File: config.mk
export PLATFORM = sky130hd
export DESIGN_NAME = imem_loader
export DESIGN_NICKNAME = d
export VERILOG_FILES = /design/src/rtl/imem_loader.sv
export SDC_FILE = /design/constraint.sdc
export NUM_CORES = 1
export LEC_CHECK = 0
export CAP_MARGIN = 5
export CORE_AREA = 2 2 105 107
export CTS_BUF_LIST = sky130_fd_sc_hd__clkbuf_16
export DETAILED_ROUTE_END_ITERATION = 10
export DIE_AREA = 0 0 107 109
export PLACE_DENSITY_LB_ADDON = 0.08
export SLEW_MARGIN = 15
export SYNTH_ARGS = -nofsm -noshare
export SYNTH_HDL_FRONTEND = slang
export SYNTH_SLANG_ARGS = --single-unit
export TNS_END_PERCENT = 100
File: constraint.sdc
create_clock -name clk -period 2.53 [get_ports clk]
set_input_delay 0.506 -clock clk [delete_from_list [all_inputs] [get_ports clk]]
set_output_delay 0.506 -clock clk [all_outputs]
set_load 0.005 [all_outputs]
File: src/rtl/imem_loader.sv
// ---------------------------------------------------------------------------
// imem_loader
//   Fills instruction memory from a byte stream and keeps the core in reset
//   until a complete, checksum-verified program image has been written.
//
//   Frame: 4 length bytes N (word count, LSB first), 4*N payload bytes
//   (each word LSB first), then 1 checksum byte = XOR of all payload bytes.
//
// Ports:
//   clk        system clock, rising edge
//   rst        synchronous active-high reset
//   rx_data    incoming byte
//   rx_valid   rx_data is valid
//   rx_ready   loader accepts a byte this cycle (transfer on valid && ready)
//   mem_we     one-cycle instruction-memory write strobe
//   mem_addr   word-aligned byte address of the write
//   mem_wdata  word to write
//   cpu_rst    core reset, held high until the image is loaded and verified
//   done       image loaded and verified (terminal until rst)
//   err        image rejected: oversize or checksum mismatch (terminal)
// ---------------------------------------------------------------------------
module imem_loader #(
    parameter int               WIDTH       = 32,
    parameter int               DEPTH_WORDS = 64,
    parameter logic [WIDTH-1:0] BASE_ADDR   = '0
) (
    input  logic             clk,
    input  logic             rst,
    input  logic [7:0]       rx_data,
    input  logic             rx_valid,
    output logic             rx_ready,
    output logic             mem_we,
    output logic [WIDTH-1:0] mem_addr,
    output logic [WIDTH-1:0] mem_wdata,
    output logic             cpu_rst,
    output logic             done,
    output logic             err
);

    localparam int IDX_W = (DEPTH_WORDS > 1) ? $clog2(DEPTH_WORDS) : 1;

    typedef enum logic [2:0] {
        S_LEN  = 3'd0,
        S_DATA = 3'd1,
        S_CSUM = 3'd2,
        S_DONE = 3'd3,
        S_ERR  = 3'd4
    } state_t;

    state_t             r_state;
    logic [31:0]        r_len;
    logic [1:0]         r_byte_cnt;
    logic [IDX_W-1:0]   r_word_idx;
    logic [7:0]         r_csum;
    logic [31:0]        r_asm;
    logic               r_mem_we;
    logic [WIDTH-1:0]   r_mem_addr;
    logic [WIDTH-1:0]   r_mem_wdata;

    logic               w_accept;
    logic [31:0]        w_len_full;
    logic [31:0]        w_word;
    logic               w_last_word;
    logic [WIDTH-1:0]   w_word_addr;

    assign rx_ready = (r_state == S_LEN) || (r_state == S_DATA) || (r_state == S_CSUM);
    assign w_accept = rx_valid && rx_ready;

    // Complete length / word as they will look once the current byte lands,
    // so the decision on the 4th byte needs no extra cycle.
    assign w_len_full  = {rx_data, r_len[23:0]};
    assign w_word      = {rx_data, r_asm[23:0]};
    assign w_last_word = ({{(32-IDX_W){1'b0}}, r_word_idx} == (r_len - 32'd1));
    assign w_word_addr = BASE_ADDR + (WIDTH'(r_word_idx) << 2);

    always_ff @(posedge clk) begin
        if (rst) begin
            r_state     <= S_LEN;
            r_len       <= '0;
            r_byte_cnt  <= '0;
            r_word_idx  <= '0;
            r_csum      <= '0;
            r_asm       <= '0;
            r_mem_we    <= 1'b0;
            r_mem_addr  <= BASE_ADDR;
            r_mem_wdata <= '0;
        end else begin
            // Strobe is a single-cycle pulse; address/data hold between writes.
            r_mem_we <= 1'b0;
            case (r_state)
                S_LEN: begin
                    if (w_accept) begin
                        r_len[8*r_byte_cnt +: 8] <= rx_data;
                        r_byte_cnt <= r_byte_cnt + 2'd1;
                        if (r_byte_cnt == 2'd3) begin
                            // Full 32-bit compare: any nonzero high byte rejects.
                            if (w_len_full > 32'(DEPTH_WORDS))
                                r_state <= S_ERR;
                            else if (w_len_full == 32'd0)
                                r_state <= S_CSUM;
                            else
                                r_state <= S_DATA;
                        end
                    end
                end
                S_DATA: begin
                    if (w_accept) begin
                        r_asm[8*r_byte_cnt +: 8] <= rx_data;
                        r_csum     <= r_csum ^ rx_data;
                        r_byte_cnt <= r_byte_cnt + 2'd1;
                        if (r_byte_cnt == 2'd3) begin
                            r_mem_we    <= 1'b1;
                            r_mem_addr  <= w_word_addr;
                            r_mem_wdata <= WIDTH'(w_word);
                            r_word_idx  <= r_word_idx + 1'b1;
                            if (w_last_word)
                                r_state <= S_CSUM;
                        end
                    end
                end
                S_CSUM: begin
                    if (w_accept)
                        r_state <= (rx_data == r_csum) ? S_DONE : S_ERR;
                end
                S_DONE:  r_state <= S_DONE;
                S_ERR:   r_state <= S_ERR;
                default: r_state <= S_ERR;
            endcase
        end
    end

    assign mem_we    = r_mem_we;
    assign mem_addr  = r_mem_addr;
    assign mem_wdata = r_mem_wdata;
    assign done      = (r_state == S_DONE);
    assign err       = (r_state == S_ERR);
    assign cpu_rst   = (r_state != S_DONE);

endmodule

=== Word level (Yosys, flattened, before mapping) ===
Cells that the tools add are included.

* Register bits: 122
* Input bits: 11
* Output and inout bits: 69

* Multiplexer cells: 13
* Shifts and indexed selects: 2
* Eq/ne operators: 14
* Reduce and logical (&&, ||, !) cells: 12
* $add $sub $neg: 4
* $lt $le $gt $ge: 1
* Bitwise gates (word level): 3

{| class="wikitable"
|+ Operators by type and width
! kind !! number
|-
| $bwmux 32 || 2
|-
| $neg 5->34 || 1
|-
| $shift 8x34->32 const A || 1
|-
| $shiftx 8x34->32 || 1
|-
| $eq 6x32->1 || 1
|-
| $gt 32x7->1 const B || 1
|-
| $logic_not 32->1 || 1
|-
| $sub 32x1->32 const B || 1
|-
| $mux 3 || 8
|-
| $pmux 3 s4 || 1
|-
| $eq 8x8->1 || 1
|-
| $ne 2x2->1 const B || 4
|-
| $xor 8x8->8 || 1
|-
| $add 6x1->6 const B || 1
|-
| $eq 3x2->1 const B || 2
|-
| $reduce_and 2->1 || 3
|-
| $reduce_and 6->1 || 1
|-
| $ne 2x1->1 const B || 2
|-
| $eq 3x1->1 const B || 1
|-
| $eq 3x3->1 const B || 1
|-
| $logic_not 3->1 || 1
|-
| $ne 3x2->1 const B || 1
|-
| $reduce_and 3->1 || 1
|-
| $reduce_or 3->1 || 1
|-
| 8 further kinds || 10
|}

=== Logic depth before layout (Yosys ltp) ===
* Word-level depth: 6
* Gate-level depth with buffers: 10
* Mapped depth without buffers: 9

=== Worst setup path after synthesis ===
No wires, ideal clock.

* Kind: register -> register
* Start point: reg r_len[0]
* End point: reg r_state[0]
* Slack: 0.300 ns
* Buffers on the path: 1
* Clock period less this slack: 2.230 ns
* Data required time: 2.405 ns
* Arrival time: 2.105 ns
* Stages on the path, launching flop included: 11
* Cell sequence: dfxtp_1 > clkbuf_2 > inv_1 > ha_1 > nor3b_2 > nand4_1 > nor4_1 > xor2_1 > o31ai_1 > a31oi_1 > o2bb2ai_1

* Longest elaborated chain between the ends: 6
* Elaborated cells between the ends (all ways): 11

{| class="wikitable"
|+ RTL lines
! element !! line !! source
|-
| from (decl) || 51 || <nowiki>logic [31:0] r_len;</nowiki>
|-
| from (signal, indexed assignment) || 93 || <nowiki>r_len[8*r_byte_cnt +: 8] <= rx_data;</nowiki>
|-
| parallel branches: the longest is 6 deep, another holds $sub 32x1->32 || - ||
|-
| to (signal assigned) || 123 || <nowiki>r_state <= (rx_data == r_csum) ? S_DONE : S_ERR;</nowiki>
|-
| to (decl) || 50 || <nowiki>state_t r_state;</nowiki>
|}

Several ways; the timed one is not identified. The select of a mux whose other input is x is not followed.
A chain may end at the register's enable or synchronous reset.

=== Final worst setup path ===
* Start point: reg r_len[13]
* End point: reg r_state[2]

* Longest elaborated chain between the ends: 5
* Elaborated cells between the ends (all ways): 9

{| class="wikitable"
|+ RTL lines
! element
|-
| parallel branches: the longest is 5 deep, another holds $sub 32x1->32
|}

Several ways; the timed one is not identified. The select of a mux whose other input is x is not followed.

==> metrics.txt <==
routed wire length 12700 um; commonest cells after routing, fill and taps aside nand2_1, nor2_1, dfxtp_1; post-synth top area cell dfxtp_1; Final Hold Fails 0; Slew Limit Fails 0; max-cap violations 0; most common cell after layout, fill and taps aside nand2_1; most used cell along the critical path or3_4; worst-path maximum fanout 6; Sink Count 114; Ports 80; ys flop type dfxtp_1; synth warn 0; DRT antenna net count 0; worst min path class input port to register; GRT Residual Overflow 0; startpoint types register; Yosys cell types 41; I/O Buffers 53; FF+latch count, synth 114; Slowest cell on crit path or4_4; core box area 10600 um^2; # diodes 0; final setup vio count 0; Critical R2R Launch r_len[13]$_SDFFE_PP0P_; r2r setup slk 0.15 ns; CP Capture Type register; Max VDD drop 0.420 mV; CP Cell Sequence or4_4 -> or3_4 -> or3_4 -> a2111o_1 -> a31oi_1 -> nor2_1; Sum Neg Setup Slack 0 ns; TritonCTS clock tree done; Post-Synth Simple-Gate Area 27.8%; Final period util 94.2%; Root Buffer clkbuf_16; Tmin final 2.38 ns; via count 4594; met3 Track Usage GR 4.96%; drt drc 0; switching share of power 25.0%; Num CTS Buffers 17; compound-gate portion of the synthesized area 12.7%; Worst Hold Depth 2; RSZ-0062 raised after global routing no; Reg clk slew, reported paths 0.05 ns; post-layout util 60.7%; Vias/cell 5.14; Seq/Total Area, Yosys 44.2%; Initial DRT Pass Iterations 5; Critical Path AT 2.68 ns; Post-CTS Setup Bufs 0; global-route layer with the greatest usage met2; register share of total power 39.4%; 1st-iter DRT viols 185; Logic pwr share 10.3%; multiplexer share of the synthesized area 0%; HP Start rst; hold worst-path end r_len[5]$_SDFFE_PP0P_; Die Ht 109 um; status finished clean; antenna violations before repair 0; Netlist Area Pre-Place 5170 um^2; effective utilization at floorplan 48.7%; Worst Tran Pin Value 0.517 ns; CP required 2.82 ns; layout cells sized above 1 8.89%; vias in the first global route 4308; Worst Skew 0.00555 ns; Synth Area per Inst 7.51 um^2; Adder-Cell Fraction of Synth Area 1.94%; combinational family with the most area after synthesis simple AND/OR/NAND/NOR gates; EDFF count, synth 0; Power Dens Cells 735 nW/um^2; top cells by area, synth dfxtp_1, a21oi_1, nand2_1; global placement routability congestion 0.885; Clk pwr share 50.3%; sum of buffers and inverters on the critical path 0; met1 Use GR 31.4%; worst skew pair latency 0.41 ns; hpwl dp 8780 um; largest net degree at the start of global routing 67; slowest cell delay on critical path 0.58 ns; worst r2r dst r_state[2]$_SDFFE_PP0P_; xor/xnor share of the synthesized area 5.76%; Cells after Synth 688; cell leakage power 0.00235 uW; Die Width 107 um; internal power 3550 uW; # H-tree levels 4; std cell rows 38; Max clock buf depth 2; first-pass GRT wire length 21100 um; Crit Path Class register to register; Area Overhead vs Synth 24.6%; GR Util met2 36.7%; total die area 11700 um^2; routed len/inst 14.2 um; Peak Freq 0.420 GHz; Synth async-reset ratio 0%; Reg2Reg Depth 6; gr usage total 23.1%; P_sw 1180 uW; top-area cell type share of the netlist area 44.2%; Final #Nets 760; family with the most delay on the worst path simple AND/OR/NAND/NOR gates; Slew HR 65.5%
metrics by stage:
| stage | std cells | hold slack, ns | total power [uW] | area (um^2) | setup WS, ns |
|---|---|---|---|---|---|
| 2_1_floorplan | 713 | 0.427 | 2250 | 5260 | 0.300 |
| 3_3_place_gp | 862 | 0.442 | 2360 | 5820 | 0.0328 |
| 3_5_place_dp | 862 | 0.446 | 2370 | 5820 | 0.0153 |
| 4_1_cts | 894 | 0.413 | 4750 | 6410 | 0.173 |
| 5_1_grt | 894 | 0.418 | 4920 | 6440 | 0.0415 |
| 6_report | 894 | 0.417 | 4730 | 6440 | 0.148 |
synthesized netlist by cell type, drive strengths merged (3+ instances only):
master / n
nor2: 129
dfxtp: 114
a21oi: 103
nor3b: 7
nor4: 12
o21ai: 5
ha: 8
inv: 9
nor3: 5
nand4: 7
or4: 5
or3: 6
o31ai: 3
nand2: 136
clkbuf: 43
a31oi: 4
xnor2: 17
xor2: 17
buf: 26
nand3: 15
registers in the layout (all words and copies together), names as in the netlist:
name        cells
r_asm          24
mem_addr        6
r_word_idx      6
mem_we          1
mem_wdata      32
r_csum          8
r_byte_cnt      2
r_len          32
r_state         3
how the worst max path moves through the flow:
| stage | startpoint | endpoint | slack [ns] | cells past startpoint |
|---|---|---|---|---|
| global placement | rx_data[7] | r_state[2]$_SDFFE_PP0P_ | 0.03 | 7 |
| detailed placement | rx_data[7] | r_state[2]$_SDFFE_PP0P_ | 0.02 | 7 |
| CTS | r_state[1]$_SDFFE_PP0P_ | done | 0.17 | 4 |
| finish | r_len[13]$_SDFFE_PP0P_ | r_state[2]$_SDFFE_PP0P_ | 0.15 | 6 |
| floorplan | r_len[0]$_SDFFE_PP0P_ | r_state[0]$_SDFFE_PP0P_ | 0.30 | 10 |
| global route | r_len[0]$_SDFFE_PP0P_ | r_state[0]$_SDFFE_PP0P_ | 0.04 | 10 |
kinds of logic (layout without fill, tap and decap cells):
| group | after synthesis | after routing |
|---|---|---|
| buffers and inverters | 78 | 119 |
| other | 1 | 26 |
| AOI/OAI and AO/OA | 123 | 123 |
| DFF | 114 | 114 |
| adders and majority gates | 8 | 8 |
| xor gates and xnor gates | 34 | 34 |
| and+or+nand+nor | 330 | 330 |
worst register-to-register path: stages, from the launching register on:
cell      delay, ns
dfxtp_1        0.36
or4_4          0.58
or3_4          0.39
or3_4          0.39
a2111o_1       0.31
a31oi_1        0.18
nor2_1         0.05
power by group through the flow:
stage / Clock, uW / Combinational [uW] / Sequential (uW)
final: 2380 / 487 / 1860
after global routing: 2510 / 542 / 1870
after CTS: 2410 / 471 / 1860
after detailed placement: 0 / 467 / 1900
after global placement: 0 / 460 / 1900
after floorplan: 0 / 366 / 1880
final cells by class:
type / instances / area, um^2
clock buffer: 17 / 425
clock inverter: 15 / 169
fill: 967 / 4160
inverter: 9 / 33.8
multi-input combinational: 521 / 2610
sequential: 114 / 2280
tap: 140 / 175
timing repair buffer: 78 / 741
layer usage:
metal  wire length (um)  up-vias
met5                  0        -
met4                173        0
met3                443       14
met2               5860       93
met1               6230     2151
li1                   -     2336
timing repair:
action | 4_1_cts | 5_1_grt
setup endpoints to repair | 0 | 2
resized for setup | 0 | 5
hold buffers | 0 | 0
Power figures use the tool's default switching activity.
